`src/rtl/starfield_ramp.sv`:
```
// Speed sequencer for the starfield: ramps the speed register toward a CPU-set target,
// one step every DIV vertical blanks. Optional readback mux: STARFIELD_RAMP_READBACK_EN.
//
// state  | meaning
// S_IDLE | current == target, frame counter held at 0
// S_WAIT | counting vblank edges until the next step
// S_EMIT | step write strobe is on sf_write this cycle
module starfield_ramp #(
    parameter int SPEED_W = 8
) (
    input  logic               clk,
    input  logic               rst,
    input  logic               vblank,
    input  logic [1:0]         cpu_addr,
    input  logic [7:0]         cpu_data_in,
    input  logic               cpu_wr,
    output logic [7:0]         cpu_data_out,
    output logic [SPEED_W-1:0] sf_data,
    output logic               sf_write,
    output logic               busy
);

    typedef enum logic [1:0] {S_IDLE, S_WAIT, S_EMIT} state_t;

    state_t             state_q, state_d;
    logic [SPEED_W-1:0] current_q, current_d;
    logic [SPEED_W-1:0] target_q, target_d;
    logic [SPEED_W-1:0] step_q, step_d;
    logic [7:0]         div_q, div_d;
    logic [7:0]         frame_cnt_q, frame_cnt_d;
    logic               vb_q, vb_d;
    logic [SPEED_W-1:0] sf_data_q, sf_data_d;
    logic               sf_write_q, sf_write_d;
    logic               pend_q, pend_d;

    logic               vb_edge;
    logic               wr_target, wr_step, wr_div, ctrl_imm, ctrl_abort;
    logic [SPEED_W:0]   sum_up;
    logic [SPEED_W-1:0] step_val;

    assign busy     = (current_q != target_q);
    assign sf_data  = sf_data_q;
    assign sf_write = sf_write_q;

    always_comb begin
        vb_edge    = vblank & ~vb_q;
        wr_target  = cpu_wr && (cpu_addr == 2'd0);
        wr_step    = cpu_wr && (cpu_addr == 2'd1);
        wr_div     = cpu_wr && (cpu_addr == 2'd2);
        ctrl_imm   = cpu_wr && (cpu_addr == 2'd3) && cpu_data_in[0];
        ctrl_abort = cpu_wr && (cpu_addr == 2'd3) && cpu_data_in[1] && !cpu_data_in[0];

        // 9-bit arithmetic clamps at the target instead of wrapping
        sum_up = {1'b0, current_q} + {1'b0, step_q};
        if (target_q > current_q) begin
            step_val = (sum_up > {1'b0, target_q}) ? target_q : sum_up[SPEED_W-1:0];
        end else if ({1'b0, current_q} < ({1'b0, step_q} + {1'b0, target_q})) begin
            step_val = target_q;
        end else begin
            step_val = current_q - step_q;
        end

        state_d     = state_q;
        current_d   = current_q;
        target_d    = target_q;
        step_d      = step_q;
        div_d       = div_q;
        frame_cnt_d = frame_cnt_q;
        vb_d        = vblank;
        sf_data_d   = sf_data_q;
        sf_write_d  = 1'b0;
        pend_d      = 1'b0;

        if (wr_target) target_d = SPEED_W'(cpu_data_in);
        if (wr_step)   step_d   = (cpu_data_in == 8'd0) ? SPEED_W'(1) : SPEED_W'(cpu_data_in);
        if (wr_div)    div_d    = (cpu_data_in == 8'd0) ? 8'd1 : cpu_data_in;

        case (state_q)
            S_IDLE: begin
                frame_cnt_d = 8'd0;
                if (current_q != target_d) state_d = S_WAIT;
            end
            S_WAIT: begin
                if (current_q == target_q) begin
                    state_d     = S_IDLE;
                    frame_cnt_d = 8'd0;
                end else if (vb_edge) begin
                    if (frame_cnt_q == div_q - 8'd1) begin
                        frame_cnt_d = 8'd0;
                        current_d   = step_val;
                        sf_data_d   = step_val;
                        sf_write_d  = 1'b1;
                        state_d     = S_EMIT;
                    end else begin
                        frame_cnt_d = frame_cnt_q + 8'd1;
                    end
                end
            end
            S_EMIT: begin
                state_d = (current_q == target_q) ? S_IDLE : S_WAIT;
            end
            default: state_d = S_IDLE;
        endcase

        // an IMMEDIATE that collided with a strobe is issued one cycle later
        if (pend_q) begin
            sf_write_d = 1'b1;
            sf_data_d  = current_q;
        end

        if (ctrl_imm) begin
            current_d   = target_q;
            state_d     = S_IDLE;
            frame_cnt_d = 8'd0;
            if (sf_write_q) begin
                pend_d     = 1'b1;
                sf_write_d = 1'b0;
                sf_data_d  = sf_data_q;
            end else begin
                sf_write_d = 1'b1;
                sf_data_d  = target_q;
            end
        end else if (ctrl_abort) begin
            current_d   = current_q;
            target_d    = current_q;
            state_d     = S_IDLE;
            frame_cnt_d = 8'd0;
            sf_write_d  = pend_q;
            sf_data_d   = pend_q ? current_q : sf_data_q;
        end
    end

    always_ff @(posedge clk) begin
        if (rst) begin
            state_q     <= S_IDLE;
            current_q   <= '0;
            target_q    <= '0;
            step_q      <= SPEED_W'(1);
            div_q       <= 8'd1;
            frame_cnt_q <= 8'd0;
            vb_q        <= 1'b0;
            sf_data_q   <= '0;
            sf_write_q  <= 1'b0;
            pend_q      <= 1'b0;
        end else begin
            state_q     <= state_d;
            current_q   <= current_d;
            target_q    <= target_d;
            step_q      <= step_d;
            div_q       <= div_d;
            frame_cnt_q <= frame_cnt_d;
            vb_q        <= vb_d;
            sf_data_q   <= sf_data_d;
            sf_write_q  <= sf_write_d;
            pend_q      <= pend_d;
        end
    end

`ifdef STARFIELD_RAMP_READBACK_EN
    logic [7:0] rdata_q, rdata_d;

    always_comb begin
        case (cpu_addr)
            2'd0:    rdata_d = 8'(current_q);
            2'd1:    rdata_d = 8'(step_q);
            2'd2:    rdata_d = div_q;
            default: rdata_d = {7'b0, busy};
        endcase
    end

    always_ff @(posedge clk) begin
        if (rst) rdata_q <= 8'd0;
        else     rdata_q <= rdata_d;
    end

    assign cpu_data_out = rdata_q;
`else
    assign cpu_data_out = 8'd0;
`endif

endmodule

```
`config.mk`:
```
export PLATFORM = sky130hd
export DESIGN_NAME = starfield_ramp
export DESIGN_NICKNAME = d
export VERILOG_FILES = /design/src/rtl/starfield_ramp.sv
export SDC_FILE = /design/constraint.sdc
export NUM_CORES = 1
export LEC_CHECK = 0
export BUFFER_PORTS_ARGS = -buffer_cell sky130_fd_sc_hd__buf_2
export CORE_MARGIN = 3
export CORE_UTILIZATION = 51
export DETAILED_ROUTE_END_ITERATION = 8
export GPL_ROUTABILITY_DRIVEN = 0
export GPL_TIMING_DRIVEN = 0
export PLACE_DENSITY_LB_ADDON = 0.2
export RECOVER_POWER = 100
export SYNTH_ARGS = -nofsm -noshare
export SYNTH_HDL_FRONTEND = slang
export SYNTH_SLANG_ARGS = --single-unit
```
`constraint.sdc`:
```
create_clock -name clk -period 12.5 [get_ports clk]
set_clock_uncertainty 0.1 [all_clocks]
set_input_delay 0.625 -clock clk [delete_from_list [all_inputs] [get_ports clk]]
set_output_delay 0.625 -clock clk [all_outputs]
set_load 0.01 [all_outputs]
```
==> results of run 1 <==
==> final timing paths <==
check	cells past startpoint	slack, ns	end
worst max-delay path	18	7.69	sf_data[0]$_SDFFE_PP0P_
worst min-delay path	2	0.38	div_q[7]$_SDFFE_PP0P_
worst max register to register	18	7.69	sf_data[0]$_SDFFE_PP0P_
worst min register to register	2	0.38	div_q[7]$_SDFFE_PP0P_
==> routing by layer <==
| layer | routed length [um] | share of wire | vias up | track usage |
|---|---|---|---|---|
| met5 | 0 | 0 | - | 0 |
| met4 | 144 | 0.013 | 0 | 0.0586 |
| met3 | 801 | 0.070 | 13 | 0.0536 |
| met2 | 5320 | 0.46 | 122 | 0.396 |
| met1 | 5240 | 0.46 | 1846 | 0.323 |
| li1 | - | - | 1930 | - |
==> cells by family after synthesis <==
| group | Yosys count |
|---|---|
| and+or+nand+nor | 167 |
| xor gates and xnor gates | 39 |
| buffers and inverters | 67 |
| adders and majority gates | 51 |
| other | 1 |
| DFF | 53 |
| muxes | 10 |
| AOI/OAI and AO/OA | 137 |
==> cell usage in the layout, fill, tap and decap left out, types with 4 or more instances in the layout <==
master	instances
nor2_1	63
dfxtp_1	53
ha_1	48
a21oi_1	40
inv_1	38
clkbuf_1	28
nand2_1	28
xnor2_1	25
o21ai_0	14
xor2_1	14
nand2b_1	13
buf_2	13
a211oi_1	11
nand4_1	10
mux2i_1	9
nor2b_1	8
a21o_1	8
nand3_1	8
buf_4	8
conb_1	8
nand3b_1	7
nor3_1	7
a31oi_1	6
o21a_1	6
clkbuf_8	6
o21bai_1	5
o211ai_1	5
and3_1	5
a22oi_1	5
a211o_1	4
nor3b_1	4
a2bb2oi_1	4
o41ai_2	4
==> area by class of cell <==
class | instances | area (um2) | share of cell area
multi-input combinational | 412 | 2940 | 0.632
sequential | 53 | 1060 | 0.228
buffer | 28 | 151 | 0.0326
inverter | 39 | 146 | 0.0315
tap | 102 | 128 | 0.0275
timing repair buffer | 23 | 101 | 0.0218
clock buffer | 6 | 82.6 | 0.0178
clock inverter | 2 | 37.5 | 0.00808
==> state kept, by name, indices dropped and copies added (netlist names) <==
signal	cells
state_q	2
sf_write	1
div_q	8
sf_data	8
pend_q	1
frame_cnt_q	8
current_q	8
vb_q	1
step_q	8
target_q	8
==> per-stage QoR <==
step	std cells	total power, mW	hold WS, ns	area, um2
6_report	665	0.459	0.381	4640
2_1_floorplan	532	0.303	0.348	4350
3_5_place_dp	657	0.344	0.366	4590
5_1_grt	665	0.485	0.409	4640
3_3_place_gp	657	0.340	0.363	4590
4_1_cts	665	0.466	0.381	4710
==> worst max-delay path: cells and delay by family, from the launching register on <==
family / cells / cell delay (ns)
AOI/OAI and AO/OA: 9 / 2.19
and+or+nand+nor: 3 / 0.30
xor gates and xnor gates: 1 / 0.18
muxes: 1 / 0.39
adders and majority gates: 3 / 0.93
DFF: 1 / 0.39
buffers and inverters: 1 / 0.22
==> power by group through the flow <==
stage / logic (mW) / registers (mW) / clock network [mW]
finish: 0.149 / 0.185 / 0.124
global route: 0.165 / 0.187 / 0.133
CTS: 0.155 / 0.185 / 0.125
detailed placement: 0.154 / 0.189 / 0
global placement: 0.151 / 0.189 / 0
floorplan: 0.116 / 0.187 / 0
==> impl_results.md, run 1 <==
- Worst hold path type: flip-flop to flip-flop
- Post-Synth Simple-Gate Area: 0.194
- Starting Density: 0.543
- Total CTS buffers: 5
- CTS root buf: clkbuf_8
- Power density over the cells: 98.8 nW/um2
- Clock network power share: 0.270
- Yosys reg bits: 53
- Iter 0 DRT Violations: 310
- Hold path start: div_q[7]$_SDFFE_PP0P_
- Worst path cell trace: ha_1, fa_1, a21oi_1, nor2_1, o21ai_0, nand2b_1, a21oi_1, xor2_1, ha_1, a21o_1, a221o_1, a41oi_1, nor4_1, a22o_1, clkbuf_1, mux2_1, a221oi_2, a21oi_1
- Critical path's slowest cell: o21ai_0
- Initial antenna violation count: 0
- Sequential fraction of design power: 0.404
- Post-synth top area share: 0.245
- Synth Flop Type: dfxtp_1
- Cell taking the most area after synthesis: dfxtp_1
- Unrepaired setup endpoints after global routing: no
- Die Ht: 98.1 um
- Port Buffer Count: 23
- CP max stage delay: 0.44 ns
- Fillers: 767
- FP Rows: 32
- Die ar.: 9620 um2
- Ys Warns: 0
- Worst-Skew Late Latency: 0.31 ns
- Post-CTS Resized: 0
- Area Overhead vs Synth: 7.44%
- Clock sink count: 53
- CTS Buffer Depth: 2
- Total number of vias: 3911
- Residual DRC count: 0
- N_diodes: 0
- Largest net degree at the start of global routing: 17
- Comb pwr share: 0.325
- IR drop worst, VDD: 0.0686 mV
- Synth Area in Compound Gates: 0.232
- EDFF count, synth: 0
- Rel. slew slack: 0.255
- WL per Instance: 17.3 um
- Commonest cells post-synth: nor2_1 (62), dfxtp_1 (53), ha_1 (48), a21oi_1 (40), inv_1 (38)
- Setup crit start: target_q[0]$_SDFF_PP0_
- Critical path peak fanout: 9
- Status: finished, final reports clean
- Fin. max-slew vios: 0
- Dpl ws: 7.92 ns
- Post-CTS Setup Bufs: 0
- Final #Nets: 627
- Hold Vio Cnt, Final: 0
- Drt first pass iters: 5
- Mapped Cells: 525
- Worst-path clk slew: ~0.1 ns
- Syn Std Cell Area: 4320 um2
- WP data arrival: 4.92 ns
- Syn_area_per_cell: 8.23 um2
- Kind of critical path: flip-flop to flip-flop
- Synth top area cells: dfxtp_1 (25%), ha_1 (14%), nor2_1 (5.4%)
- Vias in the first global route: 3760
- Final setup viols: 0
- All-Layer GR Usage: 0.241
- Post-synthesis sequential area ratio: 0.245
- CP startpoint kind: flip-flop
- Core Util, Final: 0.583
- FMAX: between 200 and 250 MHz
- Count of different cell masters after synthesis: 67
- CTS tree: done
- Share of post-route cells with drive strength above 1: 0.0746
- Mux contribution to synthesized area: 0.0243
- Adder-Cell Fraction of Synth Area: 0.153
- Critical Path Most Common Cell: a21oi_1
- Fin crit share: 0.385
- Final wirelength: around 12 mm
- I/O Pins: 32
- GR Overflow Total: 0
- H-tree levels: 2
- Critical path endpoint category: flip-flop
- Final min period: 4.81 ns
- Die Wd: 98.1 um
- Cts hold-fix bufs: 0
- Maxcap violations: 0
- Post-DP HPWL: 9.17 mm
- First-pass GRT wire length: 19.0 mm
- Final WS setup: 7.69 ns
- Leak Pwr: 2.02 nW
- Switching power: 0.155 mW
- Ys async rst share: 0
- Xor and xnor area share after synthesis: 0.0790
- Antenna viol nets, final: 0
- Internal power: 0.303 mW
- TNS Setup: 0 ns
- WP data required: 12.61 ns
- Switching share of power: 0.339
- Largest family of logic cells by synthesized area: compound AO/OA/AOI/OAI gates
- Critical register-to-register path startpoint: target_q[0]$_SDFF_PP0_
- Core Region: 7970 um2
- Post-DR vias/cell: 5.88
- Measured slew at the worst slew-check pin: about 1.1 ns
- Most frequent cell after synthesis: nor2_1
(Power assumes the default switching activity.)
==> run 2: changes to the inputs <==
Clock period 12.5 ns to 4.8 ns, I/O delays scaled along.
==> run 2 against run 1 <==
  * Global-route usage unchanged
  * Flip-flop and latch count unchanged
  * Critical path depth did not move
  * Clock-buffer cell count unchanged
  * Setup slack got worse by 7.4 ns
  * Die area is the same
  * First-iteration DRC count is 8.4% higher
  * Sequential share of layout area is 0.053 points lower
  * Power increased to 2.6 times the previous value
  * Largest cell class unchanged
==> impl_results.md, run 2 (synthesized netlist as in run 1, its figures left out) <==
- Vias in the first global route: 3760 (unchanged)
- Final wirelength: 11.5 mm (-0.22%)
- First-pass GRT wire length: 19.0 mm (unchanged)
- Area Overhead vs Synth: 7.81%
- Worst Setup EP: sf_data[0]$_SDFFE_PP0P_
- Measured slew at the worst slew-check pin: 1.10 ns (-0.00963 ns)
- WL per Instance: 17.3 um (-0.22%)
- TNS Setup: 0 ns (unchanged)
- Cts hold-fix bufs: 0 (unchanged)
- Die Ht: 98.1 um (unchanged)
- Total CTS buffers: 5 (unchanged)
- Fin. max-slew vios: 0 (unchanged)
- I/O Pins: 32 (unchanged)
- Worst hold path type: input port to flip-flop
- Antenna viol nets, final: 0 (unchanged)
- Rel. slew slack: 0.262 (+0.00646)
- Share of post-route cells with drive strength above 1: 0.0799 (+0.00533)
- Status: finished, final reports clean
- IR drop worst, VDD: 0.179 mV (+160%)
- CTS root buf: clkbuf_8
- Maxcap violations: 0 (unchanged)
- Die Wd: 98.1 um (unchanged)
- Area of the multi-input gates: 2940 um2 (+0.26%)
- CTS Buffer Depth: 2 (unchanged)
- Final setup viols: 0 (unchanged)
- N_diodes: 0 (unchanged)
- Total number of vias: 3918 (+0.18%)
- Leak Pwr: 2.03 nW (+0.29%)
- Critical register-to-register path startpoint: target_q[1]$_SDFF_PP0_
- Starting Density: 0.543 (unchanged)
- Unrepaired setup endpoints after global routing: no
- WP data arrival: 4.63 ns (-0.29 ns)
- Critical path peak fanout: 9 (unchanged)
- Reg2reg setup slack: 0.28 ns (-7.41 ns)
- CTS tree: done
- Core Region: 7970 um2 (unchanged)
- Tot Pwr: 1.20 mW (+160%)
- Most frequent cells in the layout: nor2_1 (63), dfxtp_1 (52), ha_1 (48), a21oi_1 (40), inv_1 (38)
- Final min period: 4.52 ns (-0.290 ns)
- Drt first pass iters: 5 (unchanged)
- Initial antenna violation count: 0 (unchanged)
- Post-DR vias/cell: 5.89 (+0.18%)
- WP data required: 4.91 ns (-7.70 ns)
- Iter 0 DRT Violations: 336 (+8.4%)
- Largest net degree at the start of global routing: 17 (unchanged)
- Worst-Skew Late Latency: 0.31 ns (about the same)
- All-Layer GR Usage: 0.241 (unchanged)
- Seq. cell area: 1060 um2 (+0.12%)
- Critical path endpoint category: flip-flop
- Worst-path clk slew: 0.10 ns (about the same)
- Kind of critical path: flip-flop to flip-flop
- Setup crit start: target_q[1]$_SDFF_PP0_
- RR Endpoint: sf_data[0]$_SDFFE_PP0P_
- Final #Nets: 627 (unchanged)
- CP startpoint kind: flip-flop
- Clock sink count: 53 (unchanged)
- Power density over the cells: 258 nW/um2 (+160%)
- Fin crit share: 0.941 (+0.557)
- Fillers: 762 (-0.65%)
- Most common cell after layout, fill and taps aside: nor2_1
- H-tree levels: 2 (unchanged)
- Residual DRC count: 0 (unchanged)
- FF-to-FF path depth: 18 (unchanged)
- Hold Vio Cnt, Final: 0 (unchanged)
- Post-DP HPWL: 9.17 mm (unchanged)
- FMAX: 221 MHz (+6.4%)
- Die ar.: 9620 um2 (unchanged)
- Port Buffer Count: 23 (unchanged)
- GR Overflow Total: 0 (unchanged)
- FP Rows: 32 (unchanged)
run 2: how the worst min path moves through the flow:
stage,startpoint,endpoint,slack [ns],cells past startpoint
6_report,vblank,vb_q$_SDFF_PP0_,0.07,2
3_3_place_gp,div_q[7]$_SDFFE_PP0P_,div_q[7]$_SDFFE_PP0P_,0.36,2
2_1_floorplan,vblank,vb_q$_SDFF_PP0_,0.27,1
5_1_grt,vblank,vb_q$_SDFF_PP0_,0.07,2
4_1_cts,vblank,vb_q$_SDFF_PP0_,0.06,2
3_5_place_dp,div_q[7]$_SDFFE_PP0P_,div_q[7]$_SDFFE_PP0P_,0.37,2
run 2: layer usage:
metal / up-vias / share of wire / GRT usage
li1: 1932 / - / -
met1: 1851 / 0.46 / 0.323
met2: 120 / 0.46 / 0.396
met3: 15 / 0.065 / 0.0536
met4: 0 / 0.013 / 0.0586
met5: - / 0 / 0
run 2: area by class of cell:
type,count,share of cell area
Multi-Input combinational cell,412,0.632
Sequential cell,53,0.228
Buffer,28,0.0341
Inverter,39,0.0314
Tap cell,102,0.0274
Timing Repair Buffer,23,0.0217
Clock buffer,6,0.0177
Clock inverter,2,0.00805
run 2: worst max-delay path, stage by stage (launching register included):
cell      delay (ns)
dfxtp_1         0.51
ha_1            0.29
a21o_1          0.18
a21oi_1         0.29
o21bai_1        0.10
a21oi_1         0.28
o21bai_1        0.09
a21oi_1         0.18
xor2_1          0.17
ha_1            0.26
and3_1          0.22
a221o_1         0.33
a41oi_2         0.18
nor4_1          0.09
a22o_1          0.27
buf_6           0.14
mux2_1          0.33
a221oi_2        0.28
a21oi_1         0.10
run 2: what timing repair did:
item                       in CTS  in global routing
gates resized for setup         0                  2
setup endpoints to repair       0                  8
buffers inserted                0                  0
run 2: power by group:
group	leakage, nW	switching [mW]	internal, mW
logic	1.54	0.228	0.169
clock network	0.0574	0.153	0.170
registers	0.431	0.0251	0.458
run 2: metrics by stage:
step / hold slack (ns) / setup WS [ns] / utilization / instances / cell area [um2]
finish: 0.0740 / 0.281 / 0.585 / 665 / 4660
CTS: 0.0644 / 0.193 / 0.591 / 665 / 4710
global route: 0.0689 / 0.0136 / 0.585 / 665 / 4660
global placement: 0.363 / 0.298 / 0.576 / 657 / 4590
detailed placement: 0.366 / 0.223 / 0.576 / 657 / 4590
floorplan: 0.268 / 0.804 / - / 532 / 4350
==> run 3: changes to the inputs <==
Settings changed: ABC_AREA set to 1.
==> run 3 against run 2 <==
  * Wire length increased by 12%
  * Core utilization decreased by 1.4 points
  * Clock power decreased by 12%
  * Global-route usage increased by 0.91 points
  * Synthesized cell count increased by 38%
  * Power increased by 6.2%
  * Register-to-register slack improved by 0.77 ns
  * Clock-buffer cell count decreased by 1
  * Sequential share of layout area decreased by 1.8 points
  * Die area increased by 8.8%
  * Critical path type unchanged
  * Largest cell class unchanged
==> impl_results.md, run 3 <==
- Count of different cell masters after synthesis: 40 (-40%)
- WL per Instance: 14.8 um (-14%)
- Fillers: 892 (+17%)
- FMAX: 267 MHz (+20%)
- Post-CTS Setup Bufs: 0 (unchanged)
- CTS root buf: clkbuf_8
- Post-CTS Resized: 0 (unchanged)
- Total CTS buffers: 5 (unchanged)
- Synth top area cells: dfxtp_1 (22%), ha_1 (13%), nand2_1 (11%)
- Post-synth top area share: 0.224 (-0.0210)
- Ys Warns: 0 (unchanged)
- WP data arrival: 3.90 ns (-0.73 ns)
- Final min period: 3.75 ns (-0.768 ns)
- Total number of vias: 4868 (+24%)
- Worst-Skew Late Latency: 0.32 ns (about the same)
- Starting Density: 0.534 (-0.00820)
- Non-Filler Instances: 871 (+31%)
- Antenna viol nets, final: 0 (unchanged)
- Initial antenna violation count: 0 (unchanged)
- Residual DRC count: 0 (unchanged)
- Leak Pwr: 2.62 nW (+29%)
- Final setup viols: 0 (unchanged)
- Critical path peak fanout: 9 (unchanged)
- Measured slew at the worst slew-check pin: 0.683 ns (-0.418 ns)
- Cts hold-fix bufs: 0 (unchanged)
- Fin crit share: 0.781 (-0.160)
- Syn_area_per_cell: 6.51 um2 (-21%)
- Synth Flop Type: dfxtp_1
- Die ar.: 10500 um2 (+8.8%)
- Die Ht: 102 um (+4.3%)
- Port Buffer Count: 22 (-4.3%)
- Placed Area: 5000 um2 (+8.9%)
- Post-DR vias/cell: 5.59 (-5.1%)
- Largest family of logic cells by synthesized area: simple AND/OR/NAND/NOR gates
- Final #Nets: 827 (+32%)
- Post-DP HPWL: 10.3 mm (+13%)
- Maxcap violations: 0 (unchanged)
- Mapped Cells: 726 (+38%)
- H-tree levels: 2 (unchanged)
- I/O Pins: 32 (unchanged)
- Post-Synth Simple-Gate Area: 0.307 (+0.112)
- All-Layer GR Usage: 0.251 (+0.00915)
- Rel. slew slack: 0.545 (+0.283)
- GR Overflow Total: 0 (unchanged)
- N_diodes: 0 (unchanged)
- Post-synthesis sequential area ratio: 0.224 (-0.0210)
- Yosys reg bits: 53 (unchanged)
- Share of post-route cells with drive strength above 1: 0.0629 (-0.0170)
- Mux contribution to synthesized area: 0 (-0.0243)
- WHS: 0.0291 ns (-0.0449 ns)
- CTS Buffer Depth: 2 (unchanged)
- EDFF count, synth: 0 (unchanged)
- CP startpoint kind: flip-flop
- Tot Pwr: 1.28 mW (+6.2%)
- Final WS setup: 1.05 ns (+0.768 ns)
- Dpl ws: 1.29 ns (+1.07 ns)
- TNS Setup: 0 ns (unchanged)
- IR drop worst, VDD: 0.158 mV (-12%)
- First-pass GRT wire length: 20.9 mm (+10%)
- Hold Vio Cnt, Final: 0 (unchanged)
- Commonest cells post-synth: nand2_1 (144), inv_1 (100), nand3_1 (76), a21oi_1 (68), nor2_1 (62)
- Status: finished, final reports clean
- Worst hold path type: input port to flip-flop
- Core Region: 8850 um2 (+11%)
- Kind of critical path: flip-flop to flip-flop
- CTS tree: done
- Core Util, Final: 0.571 (-0.0141)
- Drt first pass iters: 8 (+3)
- Most frequent cell after synthesis: nand2_1
- Unrepaired setup endpoints after global routing: no
- Vias in the first global route: 4415 (+17%)
- Fin. max-slew vios: 0 (unchanged)
- Most frequent cells in the layout: nand2_1 (145), inv_1 (100), nand3_1 (76), a21oi_1 (69), nor2_1 (62)
- Adder-Cell Fraction of Synth Area: 0.140 (-0.0131)
- Synth Area in Compound Gates: 0.151 (-0.0811)
- Critical path endpoint category: flip-flop
- Ys async rst share: 0 (unchanged)
- Most common cell after layout, fill and taps aside: nand2_1
- Power density over the cells: 253 nW/um2 (-2.0%)
- Final wirelength: 12.9 mm (+12%)
- Largest net degree at the start of global routing: 20 (+3)
- Die Wd: 102 um (+4.3%)
- Xor and xnor area share after synthesis: 0.0611 (-0.0179)
- Worst-path clk slew: 0.11 ns (about the same)
- Cell taking the most area after synthesis: dfxtp_1
- Cell area after layout: 5050 um2 (+8.4%)
- Syn Std Cell Area: 4730 um2 (+9.4%)
- FP Rows: 34 (+6.3%)
- WP data required: 4.95 ns (+0.04 ns)
- Area Overhead vs Synth: 6.83%
- Clock sink count: 53 (unchanged)
- Placed insts: 863 (+31%)
- Iter 0 DRT Violations: 391 (+16%)
==> run 3: cell types whose count changed in the layout (fill, tap and decap cells not counted), moves of 8 or more <==
cell      delta
inv_1       +62
o21ai_0     +32
a21oi_1     +29
a211oi_1     -8
xnor2_1     -14
nand2b_1    -13
mux2i_1      -9
nand3_1     +68
nor2b_1      -8
xor2_1       +8
nand2_1    +117
==> run 3: area by class of cell <==
type,count,area (um2),share of cell area
clock buffers,5,68.8,0.0136
clock inverters,3,28.8,0.00570
well taps,108,135,0.0268
flip-flops and latches,53,1060,0.210
repair buffers,22,95.1,0.0188
plain buffers,24,140,0.0277
multi-input cells,550,3120,0.619
inverters,106,398,0.0788
==> run 3: power breakdown <==
group | switching, mW | total (mW) | internal, mW
logic | 0.327 | 0.501 | 0.173
registers | 0.0299 | 0.494 | 0.464
clock network | 0.174 | 0.284 | 0.110
total | 0.531 | 1.28 | 0.747
==> run 3: path summary, 6_finish.rpt <==
check	start	endpoint	slack [ns]	cells after the start
min reg2reg	sf_write$_SDFF_PP0_	pend_q$_SDFF_PP0_	0.38	2
max reg2reg	current_q[4]$_SDFFE_PP0P_	sf_data[2]$_SDFFE_PP0P_	1.05	20
min	vblank	vb_q$_SDFF_PP0_	0.03	3
max	current_q[4]$_SDFFE_PP0P_	sf_data[2]$_SDFFE_PP0P_	1.05	20
==> run 3: critical path: stages (launching register included) <==
cell	delay, ns
dfxtp_1	0.60
ha_1	0.31
clkbuf_1	0.21
nor2_1	0.21
inv_1	0.08
or2_2	0.31
nand3_1	0.07
nand2_1	0.06
nand2_1	0.10
inv_1	0.06
ha_1	0.26
and3_1	0.19
nand2_1	0.07
nand2_1	0.05
nand2_1	0.21
nand2_1	0.23
nand2_1	0.11
nand3_1	0.10
nand3_1	0.13
nand2_1	0.08
a21oi_1	0.14
==> run 3: kinds of logic (layout without fill, tap and decap cells) <==
| logic type | Yosys count | count (layout) |
|---|---|---|
| XOR/XNOR | 33 | 33 |
| AO/OA/AOI/OAI | 133 | 133 |
| AND/OR/NAND/NOR | 325 | 325 |
| adder cells (fa/ha/maj) | 51 | 51 |
| buffers and inverters | 130 | 160 |
| flip-flops | 53 | 53 |
| other | 1 | 8 |
==> run 3: layer usage <==
layer | wire [um] | GRT usage | share of wire | vias up
met5 | 0 | 0 | 0 | -
met4 | 226 | 0.0767 | 0.018 | 0
met3 | 787 | 0.0314 | 0.061 | 23
met2 | 5980 | 0.419 | 0.46 | 190
met1 | 5910 | 0.337 | 0.46 | 2224
li1 | - | - | - | 2431
